**src/rtl/pipe_ctrl_unit.sv**
```systemverilog
// Pipeline controller for the 5-stage core: opcode decode, ID/EX/MEM/WB control
// pipe, load-use/RAW hazard stall, branch/jump flush, forwarding selects, event counters.
module pipe_ctrl_unit #(
    parameter int OPC_W  = 5,
    parameter int CTRL_W = 12,
    parameter int RA_W   = 5,
    parameter int FWD_EN = 1,
    parameter int CNT_W  = 16
) (
    input  logic              clk,
    input  logic              rst_n,
    input  logic [OPC_W-1:0]  opcode_id,
    input  logic [RA_W-1:0]   rs1_id,
    input  logic [RA_W-1:0]   rs2_id,
    input  logic [RA_W-1:0]   rd_id,
    input  logic              br_taken_ex,
    output logic [CTRL_W-1:0] ctrl_id,
    output logic [CTRL_W-1:0] ctrl_ex,
    output logic [CTRL_W-1:0] ctrl_mem,
    output logic [CTRL_W-1:0] ctrl_wb,
    output logic [RA_W-1:0]   rd_wb,
    output logic              illegal_id,
    output logic              stall,
    output logic              flush,
    output logic [1:0]        fwd_a,
    output logic [1:0]        fwd_b,
    output logic [CNT_W-1:0]  stall_cnt,
    output logic [CNT_W-1:0]  flush_cnt
);

    logic [11:0]     dec;
    logic            opc_hi_nz;
    logic [RA_W-1:0] rs1_ex, rs2_ex, rd_ex, rd_mem;
    logic [2:0]      addrsel_ex;
    logic            raw_hz;

    function automatic logic hit(input logic [RA_W-1:0] rd,
                                 input logic [RA_W-1:0] ra,
                                 input logic [RA_W-1:0] rb);
        return (rd != '0) && ((rd == ra) || (rd == rb));
    endfunction

    // EX/MEM result is the youngest, so it is checked before MEM/WB.
    function automatic logic [1:0] fwd_sel(input logic [RA_W-1:0] rs,
                                           input logic            we_mem,
                                           input logic [RA_W-1:0] rdm,
                                           input logic            we_wb,
                                           input logic [RA_W-1:0] rdw);
        if (FWD_EN == 0 || rs == '0) return 2'b00;
        if (we_mem && rdm == rs)     return 2'b01;
        if (we_wb && rdw == rs)      return 2'b10;
        return 2'b00;
    endfunction

    always_comb begin
        dec        = '0;
        illegal_id = 1'b0;
        opc_hi_nz  = (opcode_id >> 5) != '0;
        if (opc_hi_nz) begin
            illegal_id = 1'b1;
        end else begin
            case (opcode_id[4:0])
                5'h01: dec = 12'h803;
                5'h02: dec = 12'h802;
                5'h03: dec = 12'h805;
                5'h04: dec = 12'h807;
                5'h05: dec = 12'h806;
                5'h06: dec = 12'h809;
                5'h07: dec = 12'h808;
                5'h08: dec = 12'h80B;
                5'h09: dec = 12'h80A;
                5'h0A: dec = 12'h80D;
                5'h0B: dec = 12'h80C;
                5'h0C: dec = 12'h80F;
                5'h0D: dec = 12'h80E;
                5'h0E: dec = 12'hA00;
                5'h0F: dec = 12'hD02;
                5'h10: dec = 12'h082;
                5'h11: dec = 12'h015;
                5'h12: dec = 12'h025;
                5'h13: dec = 12'hE30;
                5'h14: dec = 12'hE42;
                default: illegal_id = 1'b1;
            endcase
        end
        ctrl_id        = '0;
        ctrl_id[11:0]  = dec;
    end

    always_comb begin
        addrsel_ex = ctrl_ex[6:4];
        flush = (((addrsel_ex == 3'd1) || (addrsel_ex == 3'd2)) && br_taken_ex) ||
                (addrsel_ex == 3'd3) || (addrsel_ex == 3'd4);
        if (FWD_EN != 0)
            raw_hz = ctrl_ex[8] && hit(rd_ex, rs1_id, rs2_id);
        else
            raw_hz = (ctrl_ex[11]  && hit(rd_ex,  rs1_id, rs2_id)) ||
                     (ctrl_mem[11] && hit(rd_mem, rs1_id, rs2_id)) ||
                     (ctrl_wb[11]  && hit(rd_wb,  rs1_id, rs2_id));
        stall = raw_hz && !flush;
        fwd_a = fwd_sel(rs1_ex, ctrl_mem[11], rd_mem, ctrl_wb[11], rd_wb);
        fwd_b = fwd_sel(rs2_ex, ctrl_mem[11], rd_mem, ctrl_wb[11], rd_wb);
    end

    always_ff @(posedge clk or negedge rst_n) begin
        if (!rst_n) begin
            ctrl_ex   <= '0;
            ctrl_mem  <= '0;
            ctrl_wb   <= '0;
            rs1_ex    <= '0;
            rs2_ex    <= '0;
            rd_ex     <= '0;
            rd_mem    <= '0;
            rd_wb     <= '0;
            stall_cnt <= '0;
            flush_cnt <= '0;
        end else begin
            if (stall || flush) begin
                ctrl_ex <= '0;
                rs1_ex  <= '0;
                rs2_ex  <= '0;
                rd_ex   <= '0;
            end else begin
                ctrl_ex <= ctrl_id;
                rs1_ex  <= rs1_id;
                rs2_ex  <= rs2_id;
                rd_ex   <= rd_id;
            end
            ctrl_mem <= ctrl_ex;
            rd_mem   <= rd_ex;
            ctrl_wb  <= ctrl_mem;
            rd_wb    <= rd_mem;
            if (stall && stall_cnt != '1) stall_cnt <= stall_cnt + CNT_W'(1);
            if (flush && flush_cnt != '1) flush_cnt <= flush_cnt + CNT_W'(1);
        end
    end

endmodule

```
**config.mk**
```make
export PLATFORM = sky130hd
export DESIGN_NAME = pipe_ctrl_unit
export DESIGN_NICKNAME = d
export VERILOG_FILES = /design/src/rtl/pipe_ctrl_unit.sv
export SDC_FILE = /design/constraint.sdc
export NUM_CORES = 1
export LEC_CHECK = 0
export ABC_AREA = 1
export CORE_ASPECT_RATIO = 1.4
export CORE_MARGIN = 2
export CORE_UTILIZATION = 53
export CTS_CLUSTER_SIZE = 28
export DETAILED_ROUTE_END_ITERATION = 16
export HOLD_SLACK_MARGIN = 0.05
export PLACE_DENSITY = 0.86
export SETUP_SLACK_MARGIN = 0.3
export SLEW_MARGIN = 20
export SYNTH_ARGS = -nofsm -noshare
export SYNTH_HDL_FRONTEND = slang
export SYNTH_SLANG_ARGS = --single-unit
export TNS_END_PERCENT = 100
```
**constraint.sdc**
```tcl
create_clock -name clk -period 3.5 [get_ports clk]
set_clock_uncertainty 0.15 [all_clocks]
set_input_delay 0.35 -clock clk [delete_from_list [all_inputs] [get_ports clk]]
set_output_delay 0.35 -clock clk [all_outputs]
set_load 0.01 [all_outputs]
```
# Yosys cells after proc, flatten, opt, wreduce, memory -nomap -nowiden
# Index checks and enable logic that the tools add are counted.
[word_totals]
register_bits = 93
inputBits = 23
output_inout_bits = 92
elab_cells = 94
[classes]
n_addsub = 2
mux = 30
eq_ne = 32
reduce_logical = 20
[ops]
columns = ["operator", "count"]
rows = [
  ["$pmux 12 s20", 1],
  ["$eq 5x4->1 const B", 8],
  ["$add 16x1->16 const B", 2],
  ["$ne 16x16->1 const B", 2],
  ["$eq 5x5->1", 6],
  ["$eq 5x5->1 const B", 5],
  ["$mux 2", 12],
  ["$eq 5x3->1 const B", 4],
  ["$reduce_or 20->1", 1],
  ["$mux 5", 3],
  ["$mux 1", 13],
  ["$mux 12", 1],
  ["$eq 5x2->1 const B", 2],
  ["$logic_and 1x1->1", 10],
  ["$logic_not 5->1", 2],
  ["$eq 3x2->1 const B", 2],
  ["$eq 5x1->1 const B", 1],
  ["$logic_or 1x1->1", 5],
  ["$reduce_bool 5->1", 1],
  ["$eq 3x1->1 const B", 1],
  ["$eq 3x3->1 const B", 1],
  ["$logic_not 1->1", 1],
]

# Longest topological paths before layout
# Gate-level depths: netlist of the first run.
[depth]
word_depth = 9
ltp_mapped = 11
ltp_nobuf = 11

# Least setup slack after synthesis of the first run
# Ideal clock, no wire load.
[synth_path]
path_type = "reg2reg"
from = "register stall_cnt[0]"
to = "register stall_cnt[12]"
stages_incl_launch_ff = 10
t_required_ns = 3.234
arrival_ns = 1.440
slack_ns = 1.793
path_cell_list = "dfrtp_1 > ha_1 > inv_1 > nor2_2 > nand3_1 > nor2_2 > nor2_4 > buf_6 > nand2_1 > nand2_1"
[synth_via]
elab_chain_cells = 2
elab_cells_between_ends = 3
[synth_rtl]
columns = ["item", "line", "source"]
rows = [
  ["from (decl)", "27", "output logic [CNT_W-1:0] stall_cnt,"],
  ["from (signal assigned)", "133", "if (stall && stall_cnt != '1) stall_cnt <= stall_cnt + CNT_W'(1);"],
  ["parallel branches: the longest is 2 deep, another holds $add 16x1->16", "n/a", ""],
]
# Parallel ways; which one is timed is not known.
# A chain may end at the register's enable or synchronous reset.

# Final worst setup path of the first run
[layout_path]
from = "input opcode_id[0]"
to = "output ctrl_id[11]"
[layout_via]
elab_chain_cells = 2
elab_cells_between_ends = 21
[layout_rtl]
columns = ["item", "line", "source"]
rows = [
  ["from (decl)", "12", "input logic [OPC_W-1:0] opcode_id,"],
  ["$eq 5x5->1, or another cell as far along", "62", "case (opcode_id[4:0])"],
  ["$pmux 12 s20 (*)", "62", ""],
  ["to (decl)", "17", "output logic [CTRL_W-1:0] ctrl_id,"],
]
# Mark *: on every way between the ends. The rest lies on a longest branch, timed or not.

==> out/qor.yml, run 1 <==
outcome: "finished clean"
std_cell_rows: 39
cts_resized: 0
die_x_um: 81.1
fin_nets: 683
p_leak_nw: 2.91
critPathMaxStageDelay_ns: 0.57
layout_common_cells: "nand2_1, clkdlybuf4s50_1, dfrtp_1, nor2_1, inv_1"
initial_utilization_pct: 54.2
grt_usage_pct: 26.0
fin_tns_setup_ns: 0
worst_pin_slew_ns: 0.550
crit_top_cell: "nor2_1"
critPathKind: "in -> out"
cts.reportedPaths.clkPinSlew_ns: 0.06
avgSynthCellArea_um2: 8.24
drc: 0
yosysSeqAreaShare_pct: 52.7
synth_fa_ha_area_share_pct: 0.567
finalMaxSlewViolations: 0
wl_mm: 10.8
areaGrowthSynthToFinish_pct: 34.9
fmax_mhz: 342
ys.warnings.count: 0
path_cells: "clkdlybuf4s50_1, nor2_1, inv_1, nor2_1, nand2_1, nand2_1, nor2_1, nand4_1, nor2_1, inv_1, clkdlybuf4s50_1"
critPathMaxFanout: 6
nFillCells: 604
num_vias: 4022
cap_violations: 0
worstPathArrival_ns: 2.42
io_buffers: 114
setup_viol: 0
gp_congestion: 0.875
dieArea_mm2: 0.00909
synth-compound-area-share_pct: 4.08
first_global_vias: 4017
synthMuxAreaShare_pct: 0
grt_overflow: 0
hold_viol: 0
worstSkewPairLatency_ns: 0.33
synth_xor_xnor_area_share_pct: 7.34
syn_nets: 561
drtIter0Drc: 260
htree_num_levels: 3
layout_commonest_cell: "nand2_1"
min_period_over_period_pct: 83.5
fin_util_pct: 73.1
whs_ns: 0.223
required_ns: 3.00
grt_pass1_wl_mm: 18.3
worstSetupStartpointType: "input port"
power_density_mw_per_mm2: 442
placeableCoreArea_mm2: 0.00815
cts.sinks: 93
cts_tree: "yes"
antenna_found_initial: 0
ir_drop_mv: 0.305
dp_hpwl_mm: 8.13
synth_top_flop_cell: "dfrtp_1"
die-height_um: 112
synth_area_mm2: 0.00442
synth_edf_count: 0
synthCells: 536
synth-async-reset-ratio_pct: 100
drt-pass1-iter-count: 5
period_needed_ns: 2.92
cts_buffers: 9
rsz0062_at_grt: "no"
yosys.area_share.simple_pct: 27.6
synth.distinct_cells: 37
viasPerCell: 5.26
crit_slowest_cell: "clkdlybuf4s50_1"
synth-seq-cells: 93
drive_above_1_share_pct: 5.73
end_kind: "output pin"
clockBufferDepth: 2
detail_route.wl_per_cell_um: 14.2
cts_root_buf: "clkbuf_16"
hp-class: "reg -> reg"
postRouteAntennaNets: 0
grt_max_degree: 45
ios: 115
n_antenna_cell: 0
slew_headroom_pct: 63.3
synth_top_family_by_area: "simple AND/OR/NAND/NOR gates"
## per-stage QoR
stage	power (mW)	std cells	cell area (µm²)	setup WS, ns
floorplan	1.46	536	4420	1.79
global placement	1.72	748	5660	0.708
detailed placement	1.73	748	5660	0.641
CTS	2.65	765	5950	0.638
global route	2.75	765	5950	0.426
finish	2.63	765	5950	0.578
## cell usage after synthesis (3+ instances only)
cell	instances	area share [%]
nand3_1	24	2.7
xnor2_1	14	2.8
nor3_1	14	1.6
o21ai_0	9	1.0
nand2_1	142	12
buf_2	3	0.34
a21oi_1	6	0.68
nor2_1	77	6.5
inv_2	10	0.85
nand4_1	14	2.0
inv_1	69	5.9
dfrtp_1	93	53
xor2_1	23	4.6
o21ai_1	6	0.68
## state kept, by name, indices dropped and copies added (netlist names)
name and flops:
flush_cnt 16, stall_cnt 16, ctrl_ex 12, ctrl_mem 12
ctrl_wb 12, rd_ex 5, rd_mem 5, rd_wb 5
rs1_ex 5, rs2_ex 5
## power by group
group / switching (mW) / total, mW / internal, mW
registers: 0.0866 / 1.25 / 1.16
clock network: 0.374 / 0.912 / 0.538
logic: 0.233 / 0.470 / 0.237
total: 0.693 / 2.63 / 1.94
## routing by layer
| metal | wire length [µm] | track usage, % |
|---|---|---|
| met1 | 4170 | 30.4 |
| met2 | 5840 | 45.9 |
| met4 | 345 | 11.9 |
| met5 | 0 | 0 |
| met3 | 483 | 3.97 |
## final timing paths
kind	start	endpoint	slack, ns	cells past startpoint
max	opcode_id[0]	ctrl_id[11]	0.58	11
min	ctrl_mem[2]	ctrl_wb[2]	0.22	0
max reg2reg	flush_cnt[0]	flush_cnt[13]	1.48	8
min reg2reg	ctrl_mem[2]	ctrl_wb[2]	0.22	0
max in group asynchronous	rst_n	rs2_ex[4]	2.02	3
min in group asynchronous	rst_n	ctrl_ex[0]	0.42	2
## logic make-up after synthesis
kind of cell | Yosys count
AOI/OAI and AO/OA | 31
adders and majority gates | 2
DFF | 93
buffers and inverters | 86
and+or+nand+nor | 287
xor gates and xnor gates | 37
## layout make-up
| class | instances | area [µm²] | area share, % |
|---|---|---|---|
| sequential | 93 | 2330 | 39.1 |
| multi-input combinational | 357 | 1750 | 29.3 |
| timing repair buffer | 117 | 1160 | 19.5 |
| inverter | 80 | 300 | 5.04 |
| clock buffer | 13 | 270 | 4.54 |
| tap | 102 | 128 | 2.14 |
| clock inverter | 3 | 18.8 | 0.315 |
## worst max-delay path, delay by kind of cell
family	cells	cell delay, ns
buf+inv	4	1.20
simple gates	7	0.88
## timing repair
action	in CTS	in global routing
endpoints found under the setup margin	0	0
hold buffers	1	0
setup buffers	0	0
endpoints found under the hold margin	42	0
Power figures use the tool's default switching activity.
==> inputs of run 2 (changes only) <==
Settings changed: CORE_UTILIZATION 53 to 49, PLACE_DENSITY 0.86 to 0.8.
Clock period 3.5 ns to 2.7 ns, I/O delays scaled along.
==> run 2 against run 1 <==
Final cell count up 1.7%. Non-clock buffer count grew 8. Critical path depth down 2. Sequential share of layout area fell by 1.0 points.
==> out/qor.yml, run 2 (synthesis gave the netlist of run 1 again) <==
outcome: "finished clean"
htree_num_levels: 3  # unchanged
cap_violations: 0  # unchanged
pwr-share-comb_pct: 17.6  # -0.3 points
fin_nets: 691  # +1.2%
cts_root_buf: "clkbuf_16"
preCtsSetupSlack_ns: -0.00494  # -0.646 ns
critPathMaxStageDelay_ns: 0.52  # -0.05 ns
setup_viol: 0  # unchanged
multiInputGateArea_mm2: 0.00181  # +3.6%
p_int_mw: 2.68  # +38%
cts_buffers: 9  # unchanged
nFillCells: 699  # +16%
drc: 0  # unchanged
die_x_um: 84.2  # +3.8%
first_global_vias: 3892  # -3.1%
detail_route.wl_per_cell_um: 14.3  # +0.67%
ios: 115  # unchanged
grt_usage_pct: 23.3  # -2.7 points
num_vias: 4008  # -0.35%
required_ns: 2.28  # -0.72 ns
areaGrowthSynthToFinish_pct: 38.5
dieArea_mm2: 0.00980  # +7.8%
crit_family: "buffers and inverters"
postRouteAntennaNets: 0  # unchanged
dp_hpwl_mm: 8.01  # -1.5%
period_needed_ns: 2.32
crit_top_cell: "inv_1"
p_leak_nw: 3.03  # +4.2%
worst_pin_slew_ns: 0.507  # -0.0433 ns
drtIter0Drc: 197  # -24%
std_cell_rows: 41  # +5.1%
critPathMaxFanout: 5  # -1
regArea_mm2: 0.00233  # about the same
viasPerCell: 5.15  # -2.0%
wl_mm: 11.1  # +2.4%
clockPowerShare_pct: 37.6  # +2.9 points
path_buf_inv: 4  # unchanged
reg_top3: "flush_cnt x16, stall_cnt x16"
power_density_mw_per_mm2: 589  # +33%
cts_tree: "yes"
grt_max_degree: 55  # +22%
setup_ws_ns: 0.377  # -0.201 ns
drive_above_1_share_pct: 9.39  # +3.7 points
final_area_mm2: 0.00612  # +2.7%
hold_viol: 0  # unchanged
placed_area_mm2: 0.00568  # +0.46%
n_antenna_cell: 0  # unchanged
p_switching_mw: 0.924  # +33%
min_period_over_period_pct: 86.0
cts.sinks: 93  # unchanged
cts.reportedPaths.clkPinSlew_ns: 0.06  # about the same
placeableCoreArea_mm2: 0.00887  # +8.9%
layout_commonest_cell: "nand2_1"
critPathKind: "in -> out"
drt-pass1-iter-count: 8  # +3
rsz0062_at_grt: "yes"
p_seq_share_pct: 44.8  # -2.7 points
clockBufferDepth: 2  # unchanged
crit_slowest_cell: "clkdlybuf4s50_1"
grt_pass1_wl_mm: 18.3  # -0.11%
die-height_um: 116  # +3.9%
finalMaxSlewViolations: 0  # unchanged
io_buffers: 114  # unchanged
initial_utilization_pct: 49.8  # -4.4 points
layout_common_cells: "nand2_1, clkdlybuf4s50_1, dfrtp_1, nor2_1, inv_1"
power_mw: 3.60  # +37%
end_kind: "output pin"
antenna_found_initial: 0  # unchanged
worstSkewPairLatency_ns: 0.34  # about the same
slew_headroom_pct: 66.1  # +2.8 points
ir_drop_mv: 0.448  # +47%
path_cells: "dlygate4sd2_1, inv_1, nand2_1, nor2_2, a22oi_1, o211ai_1, nor2_1, inv_1, clkdlybuf4s50_1"
fmax_mhz: 430
gp_congestion: 0.901  # +2.9%
grt_overflow: 0  # unchanged
worstPathArrival_ns: 1.90  # -0.52 ns
switching_share_pct: 25.6  # -0.71 points
worstSetupStartpointType: "input port"
hp-class: "in -> reg"
## run 2: worst reg2reg max path: stages (launching register included)
cell and delay, ns:
dfrtp_1 0.41, ha_1 0.24, nand3_1 0.12, inv_1 0.11, nand4_1 0.10, nand2_1 0.40
inv_2 0.22, nand2_1 0.11, o21ai_1 0.08
## run 2: layer usage
metal | up-vias | routed length [µm] | track usage (%)
met1 | 1887 | 4410 | 27.9
met5 | - | 0 | 0
li1 | 1935 | - | -
met4 | 0 | 341 | 11.1
met2 | 155 | 5870 | 41.7
met3 | 31 | 472 | 2.90
## run 2: stage by stage
step                instances  utilization (%)  setup TNS, ns  hold WS, ns
finish                    778             68.9              0        0.187
global route              778             68.9              0        0.203
CTS                       776             68.5              0        0.225
detailed placement        754             64.0       -0.00494        0.122
global placement          754             64.0              0        0.111
floorplan                 536                -              0       -0.176
## run 2: layout make-up
class / count / share of cell area, %
Clock buffer: 12 / 4.19
Clock inverter: 4 / 1.15
Inverter: 80 / 4.91
Multi-Input combinational cell: 357 / 29.6
Sequential cell: 93 / 38.1
Tap cell: 107 / 2.19
Timing Repair Buffer: 125 / 19.9
## run 2: timing repair
action                                  in CTS  in global routing
endpoints found under the setup margin      15                  9
pin swaps                                    4                  4
resized for setup                           21                 18
hold endpoints to repair                    39                  0
hold buffers                                 1                  0
setup buffers                                5                  2
## run 2: final timing paths
path                       cells past startpoint          from  slack (ns)             to
setup / recovery                               9  opcode_id[1]        0.38     ctrl_id[0]
hold / removal                                 3  opcode_id[4]        0.19     ctrl_ex[6]
setup reg to reg                               8  flush_cnt[0]        0.63  flush_cnt[11]
hold reg to reg                                0   ctrl_mem[8]        0.22     ctrl_wb[8]
max in group asynchronous                      3         rst_n        1.43   stall_cnt[6]
min in group asynchronous                      2         rst_n        0.29    ctrl_mem[0]
## run 2: power groups by stage
stage	clock, mW	sequential, mW	combinational (mW)
final	1.36	1.61	0.632
after detailed placement	0	1.64	0.610
after global routing	1.45	1.63	0.694
after global placement	0	1.63	0.594
after CTS	1.39	1.61	0.624
after floorplan	0	1.66	0.228
